===== src/rtl/spi_master_controller_if.sv =====
// Host-side request/response bundle for spi_master_controller.
// The host drives requests through master; the controller uses slave.
interface spi_master_controller_if;
   logic        req_valid;
   logic        req_ready;
   logic [7:0]  req_addr;
   logic [31:0] req_wdata;
   logic        abort;
   logic        rsp_valid;
   logic [31:0] rsp_rdata;
   logic        busy;

   modport master (
      output req_valid, req_addr, req_wdata, abort,
      input  req_ready, rsp_valid, rsp_rdata, busy
   );

   modport slave (
      input  req_valid, req_addr, req_wdata, abort,
      output req_ready, rsp_valid, rsp_rdata, busy
   );
endinterface


===== src/rtl/spi_master_controller.sv =====
// Mode-0 SPI initiator: 8-bit address + 32-bit data frame, LSB-first.
// SPI_MASTER_MISO_CAPTURE_EN builds the MISO synchronizer and read capture.
module spi_master_controller #(
   parameter int CLK_DIV = 4,
   parameter int CS_GAP  = 8
) (
   input  logic clk,
   input  logic rst,
   spi_master_controller_if.slave bus,
   output logic spi_sclk,
   output logic spi_mosi,
   input  logic spi_miso,
   output logic spi_cs_n
);

   typedef enum logic [2:0] {
      IDLE,
      LOW,
      HIGH,
      HOLD,
      GAP
   } state_e;

   localparam int CW = 16;
   localparam logic [CW-1:0] DIV_LAST = CW'(CLK_DIV - 1);
   localparam logic [CW-1:0] GAP_LAST = CW'(CS_GAP - 1);

   state_e        state_q, state_d;
   logic [CW-1:0] cnt_q, cnt_d;
   logic [5:0]    bit_q, bit_d;
   logic [39:0]   shift_q, shift_d;
   logic          rsp_valid_q, rsp_valid_d;
   logic          sclk_q, sclk_d;
   logic          mosi_q, mosi_d;
   logic          cs_n_q, cs_n_d;

   logic div_end;
   logic gap_end;
   logic in_frame;
   logic abort_hit;
   logic accept;
   logic cap_en;

   assign div_end   = (cnt_q == DIV_LAST);
   assign gap_end   = (cnt_q == GAP_LAST);
   assign in_frame  = (state_q == LOW) || (state_q == HIGH) ||
                      (state_q == HOLD);
   assign abort_hit = in_frame && bus.abort;
   assign accept    = (state_q == IDLE) && bus.req_valid;
   assign cap_en    = (state_q == HIGH) && div_end &&
                      (bit_q >= 6'd8) && !abort_hit;

   always_comb begin
      state_d     = state_q;
      cnt_d       = cnt_q + 1'b1;
      bit_d       = bit_q;
      shift_d     = shift_q;
      rsp_valid_d = 1'b0;
      unique case (state_q)
         IDLE: begin
            cnt_d = '0;
            if (bus.req_valid) begin
               state_d = LOW;
               shift_d = {bus.req_wdata, bus.req_addr};
               bit_d   = '0;
            end
         end
         LOW: begin
            if (div_end) begin
               state_d = HIGH;
               cnt_d   = '0;
            end
         end
         HIGH: begin
            if (div_end) begin
               cnt_d = '0;
               if (bit_q == 6'd39) begin
                  state_d = HOLD;
               end else begin
                  state_d = LOW;
                  shift_d = shift_q >> 1;
                  bit_d   = bit_q + 6'd1;
               end
            end
         end
         HOLD: begin
            if (div_end) begin
               state_d     = GAP;
               cnt_d       = '0;
               rsp_valid_d = 1'b1;
            end
         end
         GAP: begin
            if (gap_end) begin
               state_d = IDLE;
               cnt_d   = '0;
            end
         end
         default: begin
            state_d = IDLE;
            cnt_d   = '0;
         end
      endcase
      // Abort preempts any phase transition and drops the response.
      if (abort_hit) begin
         state_d     = GAP;
         cnt_d       = '0;
         bit_d       = bit_q;
         shift_d     = shift_q;
         rsp_valid_d = 1'b0;
      end
      // Pins are decoded from the next state so they leave a flop.
      cs_n_d = !((state_d == LOW) || (state_d == HIGH) ||
                 (state_d == HOLD));
      sclk_d = (state_d == HIGH);
      mosi_d = ((state_d == LOW) || (state_d == HIGH)) ?
               shift_d[0] : 1'b0;
   end

   always_ff @(posedge clk) begin
      if (rst) begin
         state_q     <= IDLE;
         cnt_q       <= '0;
         bit_q       <= '0;
         shift_q     <= '0;
         rsp_valid_q <= 1'b0;
         sclk_q      <= 1'b0;
         mosi_q      <= 1'b0;
         cs_n_q      <= 1'b1;
      end else begin
         state_q     <= state_d;
         cnt_q       <= cnt_d;
         bit_q       <= bit_d;
         shift_q     <= shift_d;
         rsp_valid_q <= rsp_valid_d;
         sclk_q      <= sclk_d;
         mosi_q      <= mosi_d;
         cs_n_q      <= cs_n_d;
      end
   end

`ifdef SPI_MASTER_MISO_CAPTURE_EN
   logic        miso_s1_q, miso_s1_d;
   logic        miso_s2_q, miso_s2_d;
   logic [31:0] rdata_q, rdata_d;

   always_comb begin
      miso_s1_d = spi_miso;
      miso_s2_d = miso_s1_q;
      rdata_d   = rdata_q;
      if (accept) begin
         rdata_d = '0;
      end else if (cap_en) begin
         rdata_d = {miso_s2_q, rdata_q[31:1]};
      end
   end

   always_ff @(posedge clk) begin
      if (rst) begin
         miso_s1_q <= 1'b0;
         miso_s2_q <= 1'b0;
         rdata_q   <= '0;
      end else begin
         miso_s1_q <= miso_s1_d;
         miso_s2_q <= miso_s2_d;
         rdata_q   <= rdata_d;
      end
   end

   assign bus.rsp_rdata = rdata_q;
`else
   logic unused_capture;
   assign unused_capture = spi_miso ^ accept ^ cap_en;
   assign bus.rsp_rdata  = '0;
`endif

   assign bus.req_ready = (state_q == IDLE) && !rst;
   assign bus.busy      = (state_q != IDLE);
   assign bus.rsp_valid = rsp_valid_q;
   assign spi_sclk      = sclk_q;
   assign spi_mosi      = mosi_q;
   assign spi_cs_n      = cs_n_q;

endmodule


===== src/flat_wrapper.sv =====
// flat-port wrapper written by rule: the top's interface ports become plain ports
module spi_master_controller_flat 
#(
   parameter int CLK_DIV = 4,
   parameter int CS_GAP  = 8
)
  (clk, rst, spi_sclk, spi_mosi, spi_miso, spi_cs_n, bus_req_valid, bus_req_addr, bus_req_wdata, bus_abort, bus_req_ready, bus_rsp_valid, bus_rsp_rdata, bus_busy);
  spi_master_controller_if bus_i ();
  input  logic clk;
  input  logic rst;
  output logic spi_sclk;
  output logic spi_mosi;
  input  logic spi_miso;
  output logic spi_cs_n;
  input wire logic [$bits(bus_i.req_valid)-1:0] bus_req_valid;
  input wire logic [$bits(bus_i.req_addr)-1:0] bus_req_addr;
  input wire logic [$bits(bus_i.req_wdata)-1:0] bus_req_wdata;
  input wire logic [$bits(bus_i.abort)-1:0] bus_abort;
  output wire logic [$bits(bus_i.req_ready)-1:0] bus_req_ready;
  output wire logic [$bits(bus_i.rsp_valid)-1:0] bus_rsp_valid;
  output wire logic [$bits(bus_i.rsp_rdata)-1:0] bus_rsp_rdata;
  output wire logic [$bits(bus_i.busy)-1:0] bus_busy;
  assign bus_i.req_valid = bus_req_valid;
  assign bus_i.req_addr = bus_req_addr;
  assign bus_i.req_wdata = bus_req_wdata;
  assign bus_i.abort = bus_abort;
  assign bus_req_ready = bus_i.req_ready;
  assign bus_rsp_valid = bus_i.rsp_valid;
  assign bus_rsp_rdata = bus_i.rsp_rdata;
  assign bus_busy = bus_i.busy;
  spi_master_controller #(.CLK_DIV(CLK_DIV), .CS_GAP(CS_GAP)) u_core (.clk(clk), .rst(rst), .bus(bus_i), .spi_sclk(spi_sclk), .spi_mosi(spi_mosi), .spi_miso(spi_miso), .spi_cs_n(spi_cs_n));
endmodule

===== config.mk =====
export PLATFORM = sky130hd
export DESIGN_NAME = spi_master_controller_flat
export DESIGN_NICKNAME = d
export VERILOG_FILES = /design/src/rtl/spi_master_controller_if.sv /design/src/rtl/spi_master_controller.sv /design/src/flat_wrapper.sv
export SDC_FILE = /design/constraint.sdc
export NUM_CORES = 1
export LEC_CHECK = 0
export ABC_AREA = 1
export CAP_MARGIN = 25
export CORE_ASPECT_RATIO = 1.2
export CORE_MARGIN = 2
export CORE_UTILIZATION = 40
export DETAILED_ROUTE_END_ITERATION = 10
export PLACE_DENSITY = 0.68
export REMOVE_ABC_BUFFERS = 1
export SETUP_SLACK_MARGIN = 0.1
export SLEW_MARGIN = 20
export SYNTH_ARGS = -nofsm -noshare
export SYNTH_HDL_FRONTEND = slang
export SYNTH_SLANG_ARGS = --single-unit

===== constraint.sdc =====
create_clock -name clk -period 1.64 [get_ports clk]
set_clock_uncertainty 0.05 [all_clocks]
set_input_delay 0.164 -clock clk [delete_from_list [all_inputs] [get_ports clk]]
set_output_delay 0.164 -clock clk [all_outputs]
set_load 0.1 [all_outputs]

### Word-level counts from Yosys, hierarchy flattened

Cells that the tools add are included.
W data, S select, Z words.

| storage, ports and cells | value |
|---|---|
| memories kept | 0 |
| output and inout port bits | 38 |
| bits of input ports | 45 |
| memory bits (writable) | 0 |
| register bits | 69 |
| bits in latches | 0 |
| bits in read-only memories | 0 |
| logic and storage cells | 64 |

| cells by class | value |
|---|---|
| $add $sub $neg | 2 |
| multiply operators | 0 |
| bitwise gates (word level) | 3 |
| shifts and indexed selects | 0 |
| reduce and logical (&&, ||, !) cells | 16 |
| equality and inequality tests | 13 |
| $lt $le $gt $ge | 0 |
| mux-type cells | 21 |
| divide/modulo/power cells | 0 |

Operator list:

| operator | count |
|---|---|
| $mux W40 | 3 |
| $pmux W40 S2 | 1 |
| $mux W16 | 2 |
| $pmux W16 S2 | 1 |
| $mux W3 | 6 |
| $mux W6 | 3 |
| $add A16 B1 Y16 const B | 1 |
| $eq A16 B2 Y1 const B | 1 |
| $eq A16 B3 Y1 const B | 1 |
| $pmux W3 S5 | 1 |
| $eq A3 B2 Y1 const B | 4 |
| $pmux W6 S2 | 1 |
| $add A6 B1 Y6 const B | 1 |
| $eq A3 B1 Y1 const B | 2 |
| $eq A6 B6 Y1 const B | 1 |
| $reduce_or A3 Y1 | 2 |
| $reduce_and A5 Y1 | 1 |
| $logic_or A1 B1 Y1 | 4 |
| $ne A2 B2 Y1 const B | 2 |
| $reduce_or A2 Y1 | 2 |
| $eq A3 B3 Y1 const B | 1 |
| $logic_not A3 Y1 | 1 |
| $not A1 Y1 | 3 |
| $reduce_bool A3 Y1 | 1 |
| 6 further kinds | 9 |

### Longest topological paths before layout

Gate-level depths: netlist (run 1).

| depth | value |
|---|---|
| depth in word-level cells | 9 |
| depth in mapped cells | 13 |
| depth with buffers taken out | 12 |

### Worst setup path after synthesis (run 1)

OpenSTA, ideal clock, no wires.

| timing | value |
|---|---|
| path type | register to output |
| from | register u_core.state_q[1] |
| to | output bus_req_ready |
| stages on the path, launching flop included | 6 |
| slack | -0.978 ns |
| path buffers | 0 |
| data arrival time | 2.404 ns |
| data required time | 1.426 ns |
| path through | dfxtp_1 > inv_2 > nand2_1 > nor2_2 > inv_1 > nor2_1 |

| between the ends | value |
|---|---|
| word-level cells in the longest chain between the ends | 2 |

RTL lines:

| item | line | source |
|---|---|---|
| from (decl) | spi_master_controller.sv:28 | `state_e state_q, state_d;` |
| from (signal assigned) | spi_master_controller.sv:131 | `state_q <= state_d;` |
| $logic_not A3 Y1 | n/a |  |
| $logic_and A1 B1 Y1 | spi_master_controller.sv:177 | `assign bus.req_ready = (state_q == IDLE) && !rst;` |
| to (decl) | flat_wrapper.sv:19 | `output wire logic [$bits(bus_i.req_ready)-1:0] bus_req_ready;` |

Every way passes these cells.

### Final worst setup path (run 1)

| timing | value |
|---|---|
| from | register u_core.state_q[1] |
| to | register u_core.bit_q[3] |

| between the ends | value |
|---|---|
| word-level cells in the longest chain between the ends | 6 |
| elaborated cells between the ends (all ways) | 14 |
| classes of those cells | eq/ne (6); mux (1); bitwise (1); reduce/logical (6) |

RTL lines:

| item | line | source |
|---|---|---|
| $eq A3 B1 Y1 or $eq A3 B2 Y1 (tied branches) | spi_master_controller.sv:46, spi_master_controller.sv:59 |  |
| $logic_or A1 B1 Y1 (2 in a row) | spi_master_controller.sv:46 | `assign in_frame = (state_q == LOW) \|\| (state_q == HIGH) \|\|` |
| $logic_and A1 B1 Y1 | spi_master_controller.sv:48 | `assign abort_hit = in_frame && bus.abort;` |
| $not A1 Y1 (no line) | n/a |  |
| $reduce_and A5 Y1 (no line) | n/a |  |
| to (signal assigned) | spi_master_controller.sv:133 | `bit_q <= bit_d;` |
| to (decl) | spi_master_controller.sv:30 | `logic [5:0] bit_q, bit_d;` |

Parallel ways exist; a longest one is shown, timed or not.
A chain may end at the register's enable or synchronous reset.

==> summary.txt, run 1 <==
Pwr
  – Max VDD drop: 0.0005230 V
  – Leakage: 2.135 nW
  – Power per cell area: 841.5 nW/µm²

Logic synthesis
  – Average size of a mapped cell: 6.685 µm²
  – Most used DFF post-synth: dfxtp_1
  – Synth cell types: 32
  – Async set-or-reset flop fraction in the synthesized netlist: 0%
  – Top cell type by total area after synthesis: dfxtp_1
  – Seq/Total Area, Yosys: 36.51%
  – Syn Inst Count: 566
  – Syn Std Cell Area: 3784 µm²
  – Warnings, synthesis: 0
  – Top-count cell post-synth: nand2_1
  – Number of flops mapped to enable cells by yosys: 0
  – Area contributors post-synth: dfxtp_1 37%, nand2_1 17%, nand3_1 6.9%, buf_4 6.7%, a21oi_1 6.2%
  – Synth top area share: 36.51%
  – Flops & latches, synth: 69
  – Post-synth top cells: 170 x nand2_1, 69 x dfxtp_1, 52 x nand3_1

Global route
  – Aggregate global-route resource usage: 19.98%
  – Largest net degree at the start of global routing: 26
  – Initial antenna violation count: 0
  – First-pass GRT wire length: 16.97 mm
  – Vias in the first global route: 3798
  – GRT overflow: 0

Layout
  – # diodes: 0
  – Fillers: 792
  – Final core occ: 62.98%
  – Nets: 717
  – Post-Layout Cell Count: 795
  – Area growth syn-to-layout: 51.95%
  – Layout cell share with drive strength beyond 1: 30.81%

Clocking
  – Root buffer cell: clkbuf_8
  – CTS tree: built
  – Clock sinks: 69
  – Num CTS Buffers: 9
  – Max Root-Sink Buffers: 2
  – Clk_lat worst skew: 0.36 ns
  – CTS H-Tree Depth: 3
  – Clock-pin slew on the worst setup and hold paths: 0.08 ns
  – Cts-stage hold buffer count: 0

Setup path
  – CP required: 1.84 ns
  – Slowest CP cell: dfxtp_2
  – Nature of the critical path endpoint: flop
  – CP Max Fanout: 6
  – Crit-path max cell delay: 0.36 ns
  – Setup crit start kind: flop
  – CP most frequent cell: buf_12
  – Family with the most delay on the worst path: buffers and inverters
  – Buf/Inv on CP: 4
  – CP Data Arrival Time: 1.87 ns
  – CP Class: reg2reg
  – Crit path cell chain: inv_4 > buf_12 > nor2_4 > nand2_2 > a21boi_4 > buf_4 > nand2_8 > buf_12 > nand2_1 > a21oi_2

Floorplan
  – Floorplan Core Area: 9129 µm²
  – Die area: 10260 µm²
  – I/O pin count: 83
  – Cell Rows: 38
  – Die width: 92.79 µm
  – Initial core utilization: 41.45%
  – Die height: 110.5 µm

Timing
  – Final Hold Viols: 0
  – PnR worst setup slack: -0.03429 ns
  – Max-slew violations: 0
  – Peak Freq: 597.3 MHz
  – RSZ-0062 raised after global routing: yes
  – Min Tclk post-route: 1.674 ns
  – Period utilisation layout: 102.1%
  – Setup-failing EPs final: 13

Placed design
  – Routability congestion estimate: 0.8029
  – Hpwl dp: 6.442 mm
  – Placed instance count: 751
  – PortBufs: 49

Worst hold path
  – Hold/Removal Path Class: in2reg

Routing
  – Antenna Violating Nets Remaining: 0
  – Via count: 4042
  – Routed wire length: 11.16 mm
  – Vias per cell: 5.084
  – Avg WL per Cell: 14.04 µm
  – Iter 0 DRT Violations: 168
  – TritonRoute pass-1 iters: 5
  – # DRC: 0

Status
  – Failing checks: negative setup slack
  – Outcome: finished, violations left

Job
  – Max cap viols: 0
-- final cells by class --
type	count	area (µm²)	share of cell area, %
well taps	120	150.1	2.612
multi-input cells	436	2415	42.00
clock buffers	11	141.4	2.459
inverters	30	143.9	2.503
repair buffers	121	1353	23.53
repair inverters	3	36.28	0.6311
flip-flops and latches	69	1404	24.42
clock inverters	5	106.4	1.850
-- logic make-up after synthesis --
logic type / after synthesis / synth area share, %
fa+ha+maj: 2 / 0.6613
simple gates: 298 / 33.63
buf+inv: 93 / 13.89
other cells: 1 / 0.09911
flops: 69 / 36.51
compound gates: 94 / 13.06
xor+xnor: 8 / 1.852
mux: 1 / 0.2976
-- flip-flops by register name, indices dropped and copies added, names as in the netlist --
| signal | flops |
|---|---|
| u_core.cnt_q | 16 |
| u_core.shift_q | 40 |
| u_core.spi_cs_n | 1 |
| u_core.bit_q | 6 |
| u_core.bus.rsp_valid | 1 |
| u_core.spi_sclk | 1 |
| u_core.state_q | 3 |
| u_core.spi_mosi | 1 |
-- metal layers --
metal  routed length, µm  vias up  GRT usage (%)  part of all wire [%]
met1                4501     1907          23.96                    40
met3                 483       27          3.342                   4.3
met2                5905      133          34.35                    53
li1                    -     1975              -                     -
met4                 269        0          9.314                   2.4
met5                   0        -              0                     0
-- worst register-to-register path, cell delays in order, from the launching register on --
cell	delay, ns
dfxtp_2	0.36
inv_4	0.05
buf_12	0.12
nor2_4	0.16
nand2_2	0.11
a21boi_4	0.16
buf_4	0.16
nand2_8	0.12
buf_12	0.17
nand2_1	0.07
a21oi_2	0.06
-- cell usage in the layout (no fill, tap or decap), types with 21 or more instances in the layout --
master,count
nand2_1,149
dfxtp_1,55
nand3_1,45
clkdlybuf4s50_1,42
buf_4,38
a21oi_1,35
conb_1,32
o21ai_1,30
nor2_1,29
inv_1,21
buf_6,21
-- repair_timing --
item / in CTS / in global routing
gates cloned: 3 / 6
endpoints found under the setup margin: 67 / 69
resized for setup: 61 / 124
setup buffers: 10 / 9
pin swaps: 10 / 41
-- per-stage QoR --
step	instance area, µm²	setup WS, ns	hold slack (ns)	total power [mW]	setup TNS (ns)
after CTS	5182	0.006002	0.1052	4.669	0
final	5749	-0.03429	0.1108	4.838	-0.2503
after floorplan	3492	-1.096	0.1831	2.497	-53.99
after global placement	4586	-0.07110	0.4005	2.837	-2.702
after detailed placement	4586	-0.1221	0.4077	2.848	-3.733
after global routing	5749	-0.1061	0.1185	5.008	-3.276
-- power by group --
group          internal, mW  switching [mW]  leakage, nW
sequential             1.73          0.0433        0.566
clock                  1.06           0.695        0.120
combinational         0.446           0.862         1.45
-- final timing paths --
check                                        from            endpoint  slack, ns  depth (start not counted)
worst min register to register  u_core.shift_q[3]   u_core.shift_q[3]       0.42                          2
worst min-delay path                          rst  u_core.shift_q[34]       0.11                          2
worst max register to register  u_core.state_q[1]     u_core.bit_q[3]      -0.03                         10
worst max-delay path            u_core.state_q[1]     u_core.bit_q[3]      -0.03                         10
No activity file was read; power rests on OpenSTA's default activity.
==> inputs of run 2 (changes only) <==
--- a/config.mk
+++ b/config.mk
@@ -10,3 +10,2 @@
 export CORE_ASPECT_RATIO = 1.2
-export CORE_MARGIN = 2
 export CORE_UTILIZATION = 40
==> constraint.sdc (replaced) <==
create_clock -name clk -period 1.64 [get_ports clk]
set_clock_uncertainty 0.05 [all_clocks]
set_input_delay 0.328 -clock clk [delete_from_list [all_inputs] [get_ports clk]]
set_output_delay 0.328 -clock clk [all_outputs]
set_load 0.1 [all_outputs]
==> run 2 against run 1 <==
Largest cell class unchanged. The flow still finishes with violations (negative setup slack). Highest routed layer unchanged. Wire length up 19%. Final cell count up 4.0%. Combinational power up 13%. Total power up 6.6%.
==> summary.txt, run 2 (synthesis results as in run 1) <==
Status
  – Outcome: finished, violations left
  – Failing checks: negative setup slack

Setup path
  – Crit-path max cell delay: 0.33 ns (-0.03 ns)
  – CP most frequent cell: nor2_4
  – CP Max Fanout: 6 (unchanged)
  – Crit path launch: u_core.state_q[0]
  – Setup crit start kind: flop
  – Nature of the critical path endpoint: flop
  – CP Data Arrival Time: 2.09 ns (+0.22 ns)
  – CP required: 1.88 ns (+0.04 ns)
  – Worst r2r dst: u_core.shift_q[2]
  – CP Class: reg2reg
  – Crit path cell chain: buf_4 > nor2_4 > inv_2 > nor2_4 > nand2_2 > a21boi_4 > nand2_8 > buf_12 > clkinv_8 > nand2_1 > a21oi_1
  – Worst reg-to-reg path cell count: 11 (+1)
  – Register-to-register setup slack: -0.22 ns (-0.18 ns)
  – Slowest CP cell: dfxtp_2
  – R2r startpoint: u_core.state_q[0]
  – Setup crit end: u_core.shift_q[2]

Pwr
  – Sw Share: 33.06% (about the same)
  – Sequential power share: 34.6% (-2.1 points)
  – Power, Total: 5.156 mW (+6.6%)
  – Leakage: 2.487 nW (+16%)
  – Clock network fraction of total power: 36.8% (+0.6 points)
  – Int Power: 3.452 mW (+6.6%)
  – P_sw: 1.705 mW (+6.5%)
  – Comb pwr share: 28.6% (+1.6 points)
  – Max VDD drop: 0.0004806 V (-8.1%)
  – Power per cell area: 821.1 nW/µm² (-2.4%)

Clocking
  – CTS H-Tree Depth: 3 (unchanged)
  – Clock sinks: 69 (unchanged)
  – Num CTS Buffers: 9 (unchanged)
  – CTS tree: built
  – Max Root-Sink Buffers: 2 (unchanged)
  – Root buffer cell: clkbuf_8
  – Clk_lat worst skew: 0.36 ns (about the same)
  – Cts-stage hold buffer count: 0 (unchanged)
  – Clock-pin slew on the worst setup and hold paths: 0.08 ns (about the same)

Floorplan
  – Initial core utilization: 41.45% (unchanged)
  – I/O pin count: 83 (unchanged)
  – Die height: 108.5 µm (-1.8%)
  – Die width: 90.79 µm (-2.2%)
  – Floorplan Core Area: 9129 µm² (unchanged)
  – Cell Rows: 38 (unchanged)
  – Die area: 9854 µm² (-3.9%)

Timing
  – RSZ-0062 raised after global routing: yes
  – Final Hold Viols: 0 (unchanged)
  – WHS: 0.4143 ns (+0.3035 ns)
  – Peak Freq: 538.3 MHz (-9.9%)
  – Setup-failing EPs final: 53 (+40)
  – PnR worst setup slack: -0.2177 ns (-0.1834 ns)
  – Min Tclk post-route: 1.858 ns (+0.1834 ns)
  – Period utilisation layout: 113.3% (+11 points)
  – Max-slew violations: 0 (unchanged)

Global route
  – GRT overflow: 0 (unchanged)
  – First-pass GRT wire length: 18.44 mm (+8.7%)
  – Aggregate global-route resource usage: 23.78% (+3.8 points)
  – Vias in the first global route: 3958 (+4.2%)
  – Largest net degree at the start of global routing: 33 (+27%)
  – Initial antenna violation count: 0 (unchanged)

Placed design
  – Routability congestion estimate: 0.8027 (about the same)
  – Worst slack at placement: -0.2488 ns (-0.1267 ns)
  – PortBufs: 49 (unchanged)
  – Hpwl dp: 6.179 mm (-4.1%)
  – Placed instance count: 751 (unchanged)

Routing
  – Avg WL per Cell: 16.02 µm (+14%)
  – Routed wire length: 13.25 mm (+19%)
  – # DRC: 0 (unchanged)
  – Iter 0 DRT Violations: 195 (+16%)
  – TritonRoute pass-1 iters: 5 (unchanged)
  – Antenna Violating Nets Remaining: 0 (unchanged)
  – Vias per cell: 5.270 (+3.6%)
  – Via count: 4358 (+7.8%)

Layout
  – Area growth syn-to-layout: 65.97%
  – Layout cell share with drive strength beyond 1: 40.88% (+10 points)
  – Commonest non-fill, non-tap cell in the layout: nand2_1
  – Nets: 749 (+4.5%)
  – Largest Register: u_core.shift_q
  – Most frequent cells in the layout: 124 x nand2_1, 60 x buf_4, 54 x dfxtp_1, 46 x nand3_1, 43 x clkdlybuf4s50_1
  – Max reg flops: 40 (unchanged)
  – Final core occ: 68.79% (+5.8 points)
  – Largest regs: u_core.shift_q (40), u_core.cnt_q (16), u_core.bit_q (6)
  – Post-Layout Cell Count: 827 (+4.0%)
  – # diodes: 0 (unchanged)
  – Fillers: 684 (-14%)

Worst hold path
  – Hold/Removal Path Class: reg2reg

Job
  – Max cap viols: 0 (unchanged)
run 2: cell types whose count changed in the layout (fill, tap and decap cells not counted), sizes merged:
cell | before | now
buf | 76 | 105
bufbuf | 0 | 2
bufinv | 3 | 4
clkbuf | 14 | 10
clkdlybuf4s50 | 42 | 43
clkinv | 1 | 7
clkinvlp | 1 | 0
inv | 33 | 31
run 2: final cells by class:
cell class,count,area (µm²),area share (%)
Clock buffer,10,137.6,2.192
Clock inverter,6,133.9,2.132
Inverter,30,143.9,2.291
Multi-Input combinational cell,436,2601,41.42
Sequential cell,69,1403,22.34
Tap cell,120,150.1,2.391
Timing Repair Buffer,150,1628,25.92
Timing Repair inverter,6,82.58,1.315
run 2: how the worst min path moves through the flow:
stage / from / to / slack, ns / cells past startpoint
6_report: u_core.shift_q[39] / u_core.shift_q[39] / 0.41 / 2
3_5_place_dp: u_core.shift_q[33] / u_core.shift_q[33] / 0.40 / 2
5_1_grt: u_core.shift_q[36] / u_core.shift_q[36] / 0.43 / 2
3_3_place_gp: u_core.shift_q[4] / u_core.shift_q[4] / 0.40 / 2
4_1_cts: u_core.shift_q[33] / u_core.shift_q[33] / 0.42 / 2
2_1_floorplan: rst / u_core.bit_q[1] / 0.35 / 1
run 2: routing by layer:
metal  global-route usage [%]  routed length [µm]
met5                        0                   0
met2                    43.99                7180
met1                    25.91                4741
met3                    5.696                 776
met4                    10.20                 551
run 2: worst max-delay path, delay by kind of cell, from the launching register on:
kind,cells,cell delay (ns)
buf+inv,4,0.45
compound gates,2,0.43
flops,1,0.33
simple gates,5,0.52
run 2: stage by stage:
stage / setup TNS (ns) / cell area [µm²]
floorplan: -54.15 / 3492
finish: -8.034 / 6280
CTS: -2.518 / 5698
global placement: -8.734 / 4591
global route: -11.08 / 6280
detailed placement: -10.32 / 4591
run 2: power by group through the flow:
stage / clock network [mW] / registers (mW) / logic [mW]
final: 1.90 / 1.78 / 1.48
after global routing: 1.99 / 1.79 / 1.54
after CTS: 1.89 / 1.77 / 1.31
after detailed placement: 0 / 1.81 / 1.07
after global placement: 0 / 1.81 / 1.06
after floorplan: 0 / 1.83 / 0.664
run 2: timing repair:
item,4_1_cts,5_1_grt
setup endpoints to repair,67,69
setup buffers,30,19
cloned,12,2
resized for setup,100,143
pin swaps,28,45
